**src/rtl/uart_pkg.sv**
```systemverilog
// uart_pkg: shared types and constants for the console UART.
//   rx_state_t   receiver FSM states
//   FRAME_BITS   data bits per character (8N1)
//   div_width()  width of a divider that counts 0..clks_per_bit-1
package uart_pkg;

  typedef enum logic [2:0] {
    IDLE  = 3'd0,
    START = 3'd1,
    DATA  = 3'd2,
    STOP  = 3'd3,
    BREAK = 3'd4
  } rx_state_t;

  localparam int FRAME_BITS = 8;

  function automatic int div_width(input int clks_per_bit);
    return (clks_per_bit <= 2) ? 1 : $clog2(clks_per_bit);
  endfunction

endpackage

```
**src/rtl/uart_rx_fifo.sv**
```systemverilog
// uart_rx_fifo: parameterized synchronous show-ahead FIFO.
//   clk, rst_n       clock, synchronous active-low reset (empties FIFO)
//   push, push_data  write request and data
//   pop              read request; ignored while empty
//   full, empty      registered status
//   head             oldest entry, presented without a pop
// Push while full is accepted only when a pop happens in the same cycle.
module uart_rx_fifo #(
  parameter int DEPTH = 4,
  parameter int WIDTH = 8
) (
  input  logic             clk,
  input  logic             rst_n,
  input  logic             push,
  input  logic [WIDTH-1:0] push_data,
  input  logic             pop,
  output logic             full,
  output logic             empty,
  output logic [WIDTH-1:0] head
);

  localparam int AW = (DEPTH > 1) ? $clog2(DEPTH) : 1;
  localparam int CW = $clog2(DEPTH) + 1;

  logic [WIDTH-1:0] mem [DEPTH];
  logic [AW-1:0]    wr_ptr;
  logic [AW-1:0]    rd_ptr;
  logic [CW-1:0]    count;
  logic [CW-1:0]    count_n;
  logic             pop_ok;
  logic             push_ok;

  assign pop_ok  = pop && !empty;
  assign push_ok = push && (!full || pop_ok);

  always_comb begin
    count_n = count;
    unique case ({push_ok, pop_ok})
      2'b10:   count_n = count + CW'(1);
      2'b01:   count_n = count - CW'(1);
      default: count_n = count;
    endcase
  end

  always_ff @(posedge clk) begin
    if (!rst_n) begin
      wr_ptr <= '0;
      rd_ptr <= '0;
      count  <= '0;
      empty  <= 1'b1;
      full   <= 1'b0;
      for (int i = 0; i < DEPTH; i++) mem[i] <= '0;
    end else begin
      if (push_ok) begin
        mem[wr_ptr] <= push_data;
        wr_ptr      <= wr_ptr + AW'(1);
      end
      if (pop_ok) rd_ptr <= rd_ptr + AW'(1);
      count <= count_n;
      empty <= (count_n == '0);
      full  <= (count_n == CW'(DEPTH));
    end
  end

  // Head is a direct read of registered storage, so it only changes on a clock edge.
  assign head = mem[rd_ptr];

endmodule

```
**src/rtl/uart_rx.sv**
```systemverilog
// uart_rx: 8N1 UART receiver for the vc32 serial console.
//   clk, rst_n  clock, synchronous active-low reset
//   rx          asynchronous serial input, idle high
//   rd_valid    receive FIFO non-empty
//   rd_data     FIFO head byte
//   rd_ready    pops the head when rd_valid && rd_ready
//   frame_err   sticky: stop bit sampled low
//   overrun     sticky: byte completed while FIFO full and not popped
//   clr_err     clears both sticky flags (a coincident set wins)
//
// state | meaning
// IDLE  | line idle, waiting for a falling edge on rx_s
// START | half a bit in; confirm start bit is still low
// DATA  | sample 8 data bits LSB-first, one per bit period
// STOP  | sample stop bit; push byte or flag framing error
// BREAK | line held low after a bad stop bit; wait for high
module uart_rx
  import uart_pkg::*;
#(
  parameter int CLKS_PER_BIT = 8000,
  parameter int FIFO_DEPTH   = 4
) (
  input  logic       clk,
  input  logic       rst_n,
  input  logic       rx,
  output logic       rd_valid,
  output logic [7:0] rd_data,
  input  logic       rd_ready,
  output logic       frame_err,
  output logic       overrun,
  input  logic       clr_err
);

  localparam int CW = div_width(CLKS_PER_BIT);
  localparam int BW = $clog2(FRAME_BITS);
  localparam logic [CW-1:0] HALF_BIT = CW'(CLKS_PER_BIT / 2 - 1);
  localparam logic [CW-1:0] FULL_BIT = CW'(CLKS_PER_BIT - 1);
  localparam logic [BW-1:0] LAST_BIT = BW'(FRAME_BITS - 1);

  rx_state_t             state, state_n;
  logic [CW-1:0]         cnt, cnt_n;
  logic [BW-1:0]         bit_idx, bit_idx_n;
  logic [FRAME_BITS-1:0] sh, sh_n;
  logic                  rx_meta, rx_s;
  logic                  push;
  logic                  fe_set;
  logic                  fifo_full;
  logic                  fifo_empty;

  always_ff @(posedge clk) begin
    if (!rst_n) begin
      rx_meta <= 1'b1;
      rx_s    <= 1'b1;
    end else begin
      rx_meta <= rx;
      rx_s    <= rx_meta;
    end
  end

  always_ff @(posedge clk) begin
    if (!rst_n) begin
      state   <= IDLE;
      cnt     <= '0;
      bit_idx <= '0;
      sh      <= '0;
    end else begin
      state   <= state_n;
      cnt     <= cnt_n;
      bit_idx <= bit_idx_n;
      sh      <= sh_n;
    end
  end

  always_comb begin
    state_n   = state;
    cnt_n     = (cnt != '0) ? cnt - CW'(1) : cnt;
    bit_idx_n = bit_idx;
    sh_n      = sh;
    push      = 1'b0;
    fe_set    = 1'b0;
    unique case (state)
      IDLE: begin
        if (!rx_s) begin
          cnt_n   = HALF_BIT;
          state_n = START;
        end
      end
      START: begin
        if (cnt == '0) begin
          if (!rx_s) begin
            cnt_n     = FULL_BIT;
            bit_idx_n = '0;
            state_n   = DATA;
          end else begin
            state_n = IDLE;
          end
        end
      end
      DATA: begin
        if (cnt == '0) begin
          sh_n  = {rx_s, sh[FRAME_BITS-1:1]};
          cnt_n = FULL_BIT;
          if (bit_idx == LAST_BIT) state_n = STOP;
          else                     bit_idx_n = bit_idx + BW'(1);
        end
      end
      STOP: begin
        if (cnt == '0) begin
          if (rx_s) begin
            push    = 1'b1;
            state_n = IDLE;
          end else begin
            fe_set  = 1'b1;
            state_n = BREAK;
          end
        end
      end
      BREAK: begin
        if (rx_s) state_n = IDLE;
      end
      default: state_n = IDLE;
    endcase
  end

  // A full FIFO still takes the byte if the CPU pops in the same cycle.
  always_ff @(posedge clk) begin
    if (!rst_n) begin
      frame_err <= 1'b0;
      overrun   <= 1'b0;
    end else begin
      if (fe_set)       frame_err <= 1'b1;
      else if (clr_err) frame_err <= 1'b0;
      if (push && fifo_full && !rd_ready) overrun <= 1'b1;
      else if (clr_err)                   overrun <= 1'b0;
    end
  end

  uart_rx_fifo #(
    .DEPTH (FIFO_DEPTH),
    .WIDTH (FRAME_BITS)
  ) u_fifo (
    .clk       (clk),
    .rst_n     (rst_n),
    .push      (push),
    .push_data (sh),
    .pop       (rd_ready),
    .full      (fifo_full),
    .empty     (fifo_empty),
    .head      (rd_data)
  );

  assign rd_valid = !fifo_empty;

endmodule

```
**config.mk**
```make
export PLATFORM = sky130hd
export DESIGN_NAME = uart_rx
export DESIGN_NICKNAME = d
export VERILOG_FILES = /design/src/rtl/uart_pkg.sv /design/src/rtl/uart_rx_fifo.sv /design/src/rtl/uart_rx.sv
export SDC_FILE = /design/constraint.sdc
export NUM_CORES = 1
export LEC_CHECK = 0
export CAP_MARGIN = 20
export CORE_ASPECT_RATIO = 1.5
export CORE_MARGIN = 3
export CORE_UTILIZATION = 54
export DETAILED_ROUTE_END_ITERATION = 7
export PLACE_DENSITY_LB_ADDON = 0.1
export SLEW_MARGIN = 30
export SYNTH_ARGS = -nofsm -noshare
export SYNTH_HDL_FRONTEND = slang
export SYNTH_HIERARCHICAL = 1
export SYNTH_SLANG_ARGS = --single-unit
```
**constraint.sdc**
```tcl
create_clock -name clk -period 3.2 [get_ports clk]
set_input_delay 0.32 -clock clk [delete_from_list [all_inputs] [get_ports clk]]
set_output_delay 0.32 -clock clk [all_outputs]
set_load 0.005 [all_outputs]
```
==> metrics.md, run 1 <==
| Metric | Value |
|---|---|
| Synth Area in Compound Gates | `0.139` |
| Synthesized flop and latch total | `74` |
| Post-synthesis sequential area ratio | `0.498` |
| Slew headroom | `0.478` |
| Max-slew violations | `0` |
| Antenna Cells | `0` |
| Tcrit/Tclk final | `0.945` |
| Most frequent cells after synthesis | `42 x dfxtp_1, 32 x edfxtp_1, 26 x a21oi_1, 24 x and2_1` |
| First-pass GRT wire length | `12000 µm` |
| Synth top area share | `0.266` |
| Syn avg cell area | `10.9 µm²` |
| Routed WL per cell | `16.3 µm` |
| Hpwl dp | `5130 µm` |
| P&R area growth vs syn | `14.6%` |
| Synth Area in Simple Gates | `0.214` |
| Max Clk Rate | `331 MHz` |
| Worst-skew pair later-pin latency | `340 ps` |
| # port buffers | `15` |
| Initial core utilization | `0.573` |
| Internal power | `1850 µW` |
| Seq pwr share | `0.411` |
| Total Routing Usage GR | `0.200` |
| Clock power frac | `0.260` |
| Leakage | `0.00157 µW` |
| Hold path depth | `1` |
| Post-Synth Adder-Cell Area | `0.0263` |
| Antenna violations before repair | `0` |
| Synth cell types | `60` |
| Ys async rst share | `0` |
| CTS root buffer | `clkbuf_8` |
| CTS Sinks | `74` |
| Post-synthesis mux area share | `0.0692` |
| # hold bufs at CTS | `0` |
| Fin area | `0.00414 mm²` |
| CTS tree | `built` |
| CP startpoint kind | `flip-flop` |
| Outcome | `complete, no violations` |
| Max_cap viols | `0` |
| Part of the power in combinational logic | `0.329` |
| P_sw | `965 µW` |
| Switching share of power | `0.343` |
| Post-synthesis net count | `344` |
| Pin slew with the least headroom to its limit | `782 ps` |
| Placeable Area | `0.00631 mm²` |
| Vias in the first global route | `2508` |
| Clock tree buffer depth | `2` |
| Synth top area cells | `edfxtp_1 27%, dfxtp_1 23%, mux4_2 5.0%, and2_1 4.2%, a21oi_1 3.6%` |
| CP required | `3440 ps` |
| Cell taking the most area after synthesis | `edfxtp_1` |
| Hold/Removal Path Class | `flip-flop to flip-flop` |
| Nets | `374` |
| Final Hold Vio Count | `0` |
| Largest net degree at the start of global routing | `30` |
| R2R depth | `11` |
| Synthesized cell area | `0.00361 mm²` |
| Share of cells above drive strength 1 | `0.174` |
| EDFF count, synth | `32` |
| Total wire length | `7170 µm` |
| Area of the die | `0.00773 mm²` |
| ANT nets after route | `0` |
| FF-to-FF End | `u_fifo/empty$_SDFF_PN1_` |
| Worst-path clk slew | `90 ps` |
| Die Ht | `106 µm` |
| CP Class | `flip-flop to flip-flop` |
| Num CTS Buffers | `9` |
| R2R Setup Slk | `180 ps` |
| Die width | `72.8 µm` |
| # setup viols final | `0` |
| Min Clock Period, post-route | `3020 ps` |
| Max H-tree Level | `3` |
| R2R Path Start | `cnt[8]$_SDFF_PN0_` |
| Most frequent cell after synthesis | `dfxtp_1` |
| CP Capture Type | `flip-flop` |
| Starting DRT DRC Count | `152` |
| Combinational family with the most area after synthesis | `simple AND/OR/NAND/NOR gates` |
| Hold EP | `rx_s$_SDFF_PN1_` |
| XOR/XNOR Fraction of Synth Area | `0.00969` |
| Clk_skew | `9.32 ps` |
| Total negative slack | `0 ps` |
| Num ports | `16` |
| RSZ-0062 raised after global routing | `false` |
| DR pass1 iterations | `4` |
| Crit-path max FO | `3` |
| Max VDD drop | `0.560 mV` |
| WP data arrival | `3260 ps` |
| Pwr Density | `678 mW/mm²` |
| Global route overflow | `0` |
| Final RePlAce weighted congestion | `0.920` |
| DRC viols | `0` |
| Top_reg_cell synth | `dfxtp_1` |
| Via density | `5.85` |
| Num rows | `35` |
| Worst hold path startpoint | `rx_meta$_SDFF_PN1_` |
| Synth Warn # | `6` |
| Cell Area, Placed | `0.00393 mm²` |
| Via count | `2581` |
| Post-Synthesis Cells | `332` |
[power groups by stage]
stage          logic [µW]  clock network, µW  registers, µW
6_report              925                731           1150
3_5_place_dp          904                  0           1170
4_1_cts               906                749           1150
2_1_floorplan         639                  0           1180
5_1_grt              1020                788           1170
3_3_place_gp          894                  0           1170
[registers in the layout (all words and copies together) (netlist names), 2 cells and up, named ones only]
name and cells:
u_fifo/count 3, cnt 13, u_fifo/rd_ptr 2, state 3, bit_idx 3, sh 8, u_fifo/mem 32, u_fifo/wr_ptr 2
[kinds of logic after synthesis]
| group | after synthesis |
|---|---|
| AO/OA/AOI/OAI | 71 |
| XOR/XNOR | 4 |
| adder cells (fa/ha/maj) | 7 |
| buffers and inverters | 32 |
| flip-flops | 74 |
| multiplexers | 15 |
| AND/OR/NAND/NOR | 129 |
[per-layer routing]
metal | track usage | wire (µm) | vias up | share of wire
met4 | 0.0752 | 125 | 0 | 0.017
met5 | 0 | 0 | - | 0
met3 | 0.0369 | 176 | 13 | 0.025
li1 | - | - | 1293 | -
met2 | 0.347 | 3830 | 47 | 0.53
met1 | 0.241 | 3040 | 1228 | 0.42
[worst max path at each step]
stage / startpoint / to / slack (ps) / cells past startpoint
floorplan: cnt[0]$_SDFF_PN0_ / u_fifo/empty$_SDFF_PN1_ / 2 / 13
global placement: cnt[0]$_SDFF_PN0_ / u_fifo/empty$_SDFF_PN1_ / 40 / 13
detailed placement: cnt[0]$_SDFF_PN0_ / u_fifo/empty$_SDFF_PN1_ / 6 / 13
CTS: cnt[0]$_SDFF_PN0_ / u_fifo/empty$_SDFF_PN1_ / 0.8 / 13
global route: cnt[0]$_SDFF_PN0_ / u_fifo/empty$_SDFF_PN1_ / 30 / 13
finish: cnt[8]$_SDFF_PN0_ / u_fifo/empty$_SDFF_PN1_ / 180 / 11
[cell usage in the layout, fill, tap and decap left out, types with 6 or more instances in the layout]
master	n
dfxtp_1	42
edfxtp_1	32
a21oi_1	25
and2_1	24
buf_4	23
nor2_1	15
o21ai_0	15
clkdlybuf4s50_1	15
nand2_1	14
nand3_1	13
inv_1	10
nand2b_1	10
and3_1	9
clkbuf_8	9
mux4_2	8
nor3_1	7
nand4_1	7
mux2i_1	7
a31oi_1	6
ha_1	6
[metrics by stage]
step	cells	setup slack, ps	hold WS [ps]	utilization	power, µW
after floorplan	332	2.19	386	-	1820
after global placement	425	43.8	396	0.624	2060
after detailed placement	425	6.11	403	0.624	2080
after CTS	441	0.794	423	0.655	2810
after global routing	441	29.5	436	0.657	2980
final	441	175	419	0.657	2810
[worst max-delay path: stages, from the launching register on]
cell and delay, ps:
dfxtp_1 320, or4_4 560, nor3_2 190, and4_1 230, inv_1 70, a21oi_2 120
inv_1 70, ha_1 210, fa_1 440, xnor2_1 150, or4_4 440, o311a_1 120
[what timing repair did]
item / 4_1_cts / 5_1_grt
setup endpoints to repair: 0 / 3
resized for setup: 0 / 3
setup buffers: 0 / 0
[area by class of cell]
class | count | area, µm²
Clock buffer | 9 | 124
Clock inverter | 7 | 76.3
Fill cell | 517 | 2160
Inverter | 13 | 56.3
Multi-Input combinational cell | 226 | 1670
Sequential cell | 74 | 1800
Tap cell | 74 | 92.6
Timing Repair Buffer | 38 | 323
(Power assumes the default switching activity.)
==> run 2, diff against run 1 <==
--- a/config.mk
+++ b/config.mk
@@ -5,12 +5,13 @@
 export SDC_FILE = /design/constraint.sdc
 export NUM_CORES = 1
 export LEC_CHECK = 0
-export CAP_MARGIN = 20
+export CAP_MARGIN = 0
 export CORE_ASPECT_RATIO = 1.5
 export CORE_MARGIN = 3
 export CORE_UTILIZATION = 54
 export DETAILED_ROUTE_END_ITERATION = 7
-export PLACE_DENSITY_LB_ADDON = 0.1
+export MAX_ROUTING_LAYER = met4
+export PLACE_DENSITY = 0.75
 export SLEW_MARGIN = 30
 export SYNTH_ARGS = -nofsm -noshare
 export SYNTH_HDL_FRONTEND = slang
==> run 2 against run 1 <==
Global-route usage grew 0.81 points. Clock-buffer cell count is the same. Sequential cell count is the same. Fmax shrank 1.9%. Worst hold slack lost 6.8 ps.
==> metrics.md, run 2 (synthesis results as in run 1) <==
| Metric | Value |
|---|---|
| Outcome | `complete, no violations` |
| Hold path depth | `1 (unchanged)` |
| Placeable Area | `0.00631 mm² (unchanged)` |
| Crit-path max FO | `3 (unchanged)` |
| Die Ht | `106 µm (unchanged)` |
| CTS tree | `built` |
| Clk_skew | `8.58 ps (-0.748 ps)` |
| Num rows | `35 (unchanged)` |
| Most frequent cells in the layout | `42 x dfxtp_1, 32 x edfxtp_1, 25 x a21oi_1, 24 x and2_1, 22 x buf_4` |
| Min Clock Period, post-route | `3080 ps (+58.3 ps)` |
| CTS root buffer | `clkbuf_8` |
| CP startpoint kind | `flip-flop` |
| Final RePlAce weighted congestion | `0.881 (-4.2%)` |
| Total wire length | `7290 µm (+1.6%)` |
| Final Util | `0.660 (+0.00337)` |
| First-pass GRT wire length | `12300 µm (+2.6%)` |
| Area of the die | `0.00773 mm² (unchanged)` |
| Die width | `72.8 µm (unchanged)` |
| Hpwl dp | `5260 µm (+2.6%)` |
| Largest net degree at the start of global routing | `20 (-33%)` |
| Num ports | `16 (unchanged)` |
| Antenna violations before repair | `0 (unchanged)` |
| Max VDD drop | `0.672 mV (+20%)` |
| Leakage | `0.00156 µW (-0.28%)` |
| Max H-tree Level | `3 (unchanged)` |
| FF-to-FF End | `u_fifo/empty$_SDFF_PN1_` |
| Register with the most flip-flops | `u_fifo/mem` |
| Seq pwr share | `0.409 (-0.002)` |
| Clock tree buffer depth | `2 (unchanged)` |
| Num CTS Buffers | `9 (unchanged)` |
| Fin cells | `440 (-0.23%)` |
| Max Clk Rate | `324 MHz (-1.9%)` |
| R2R depth | `11 (unchanged)` |
| CTS Sinks | `74 (unchanged)` |
| Via count | `2622 (+1.6%)` |
| R2R Setup Slk | `120 ps (-60 ps)` |
| Via density | `5.96 (+1.8%)` |
| Placed Instances | `424 (-0.24%)` |
| CP required | `3440 ps (about the same)` |
| Slew headroom | `0.484 (+0.00611)` |
| CP Class | `flip-flop to flip-flop` |
| Hold/Removal Path Class | `flip-flop to flip-flop` |
| P&R area growth vs syn | `15.2%` |
| Global route overflow | `0 (unchanged)` |
| Fillcell total | `498 (-3.7%)` |
| Switching share of power | `0.351 (+0.00705)` |
| Total Routing Usage GR | `0.208 (+0.00815)` |
| Worst-path clk slew | `80 ps (about the same)` |
| Part of the power in combinational logic | `0.333 (+0.004)` |
| Hold EP | `rx_s$_SDFF_PN1_` |
| Fin area | `0.00416 mm² (+0.51%)` |
| Clock power frac | `0.257 (-0.003)` |
| Tcrit/Tclk final | `0.963 (+0.0182)` |
| Most common cell after layout, fill and taps aside | `dfxtp_1` |
| DRC viols | `0 (unchanged)` |
| ANT nets after route | `0 (unchanged)` |
| Routed WL per cell | `16.6 µm (+1.9%)` |
| Worst-skew pair later-pin latency | `360 ps (+20 ps)` |
| Cell Area, Placed | `0.00393 mm² (-0.19%)` |
| Vias in the first global route | `2590 (+3.3%)` |
| Pwr Density | `681 mW/mm² (+0.40%)` |
| # port buffers | `15 (unchanged)` |
| Max FFs per register | `32 (unchanged)` |
| Initial core utilization | `0.573 (unchanged)` |
| Share of cells above drive strength 1 | `0.194 (+0.0196)` |
| Total negative slack | `0 ps (unchanged)` |
| Antenna Cells | `0 (unchanged)` |
| Starting DRT DRC Count | `208 (+37%)` |
| Worst hold path startpoint | `rx_meta$_SDFF_PN1_` |
| Max_cap viols | `0 (unchanged)` |
| Max-slew violations | `0 (unchanged)` |
| Largest registers | `u_fifo/mem (32), cnt (13), sh (8)` |
| P_sw | `994 µW (+3.0%)` |
| # setup viols final | `0 (unchanged)` |
| Nets | `373 (-0.27%)` |
| Area of the multi-input gates | `0.00170 mm² (+1.6%)` |
| Internal power | `1840 µW (-0.17%)` |
| Total power | `2840 µW (+0.92%)` |
| WP data arrival | `3330 ps (+70 ps)` |
| Post-CTS Setup Inserts | `0 (unchanged)` |
| Final Hold Vio Count | `0 (unchanged)` |
| R2R Path Start | `cnt[8]$_SDFF_PN0_` |
| Register area | `0.00180 mm² (unchanged)` |
| Pin slew with the least headroom to its limit | `773 ps (-9.14 ps)` |
| CP Capture Type | `flip-flop` |
| DR pass1 iterations | `4 (unchanged)` |
run 2: changes by cell type in the layout (fill, tap and decap cells not counted), sizes merged:
cell	delta
clkinv	+2
clkinvlp	-1
inv	-1
buf	-1
run 2: cell type report:
cell class | instances | share of cell area
Timing Repair Buffer | 37 | 0.0757
Multi-Input combinational cell | 226 | 0.407
Clock inverter | 7 | 0.0186
Tap cell | 74 | 0.0222
Inverter | 13 | 0.0135
Clock buffer | 9 | 0.0297
Sequential cell | 74 | 0.433
run 2: metal layers:
metal,GRT usage,vias to the layer above,part of all wire
met5,-,-,0
met4,0.0752,0,0.020
met3,0.0369,11,0.028
met2,0.360,46,0.53
met1,0.237,1276,0.42
li1,-,1289,-
run 2: how the worst max path moves through the flow:
stage	slack, ps	depth (start not counted)	start	endpoint
2_1_floorplan	2	13	cnt[0]$_SDFF_PN0_	u_fifo/empty$_SDFF_PN1_
3_3_place_gp	60	13	cnt[0]$_SDFF_PN0_	u_fifo/empty$_SDFF_PN1_
3_5_place_dp	-40	13	cnt[0]$_SDFF_PN0_	u_fifo/empty$_SDFF_PN1_
4_1_cts	30	13	cnt[0]$_SDFF_PN0_	u_fifo/empty$_SDFF_PN1_
5_1_grt	-20	13	cnt[0]$_SDFF_PN0_	u_fifo/empty$_SDFF_PN1_
6_report	120	11	cnt[8]$_SDFF_PN0_	u_fifo/empty$_SDFF_PN1_
run 2: timing repair:
action                                  4_1_cts  5_1_grt
pin swaps                                     2        5
resized for setup                             1       12
hold endpoints to repair                      0        0
endpoints found under the setup margin        2        3
hold buffers                                  0        0
run 2: critical path: stages, from the launching register on:
cell and delay (ps):
dfxtp_1 320, or4_1 640, nor3_4 180, and4_4 250
inv_2 50, a21oi_4 120, inv_2 60, ha_2 180
fa_2 350, xnor2_2 150, or4_4 560, o311a_1 120
run 2: per-stage QoR:
step / hold slack (ps) / setup slack [ps]
3_5_place_dp: 394 / -44.1
3_3_place_gp: 396 / 55.0
6_report: 412 / 117
4_1_cts: 413 / 30.4
2_1_floorplan: 386 / 2.19
5_1_grt: 429 / -19.5
run 2: power groups by stage:
stage / Sequential [µW] / Clock, µW / Combinational [µW]
after CTS: 1150 / 739 / 916
after detailed placement: 1170 / 0 / 911
after global placement: 1170 / 0 / 889
after global routing: 1170 / 784 / 1040
after floorplan: 1180 / 0 / 639
final: 1160 / 729 / 945
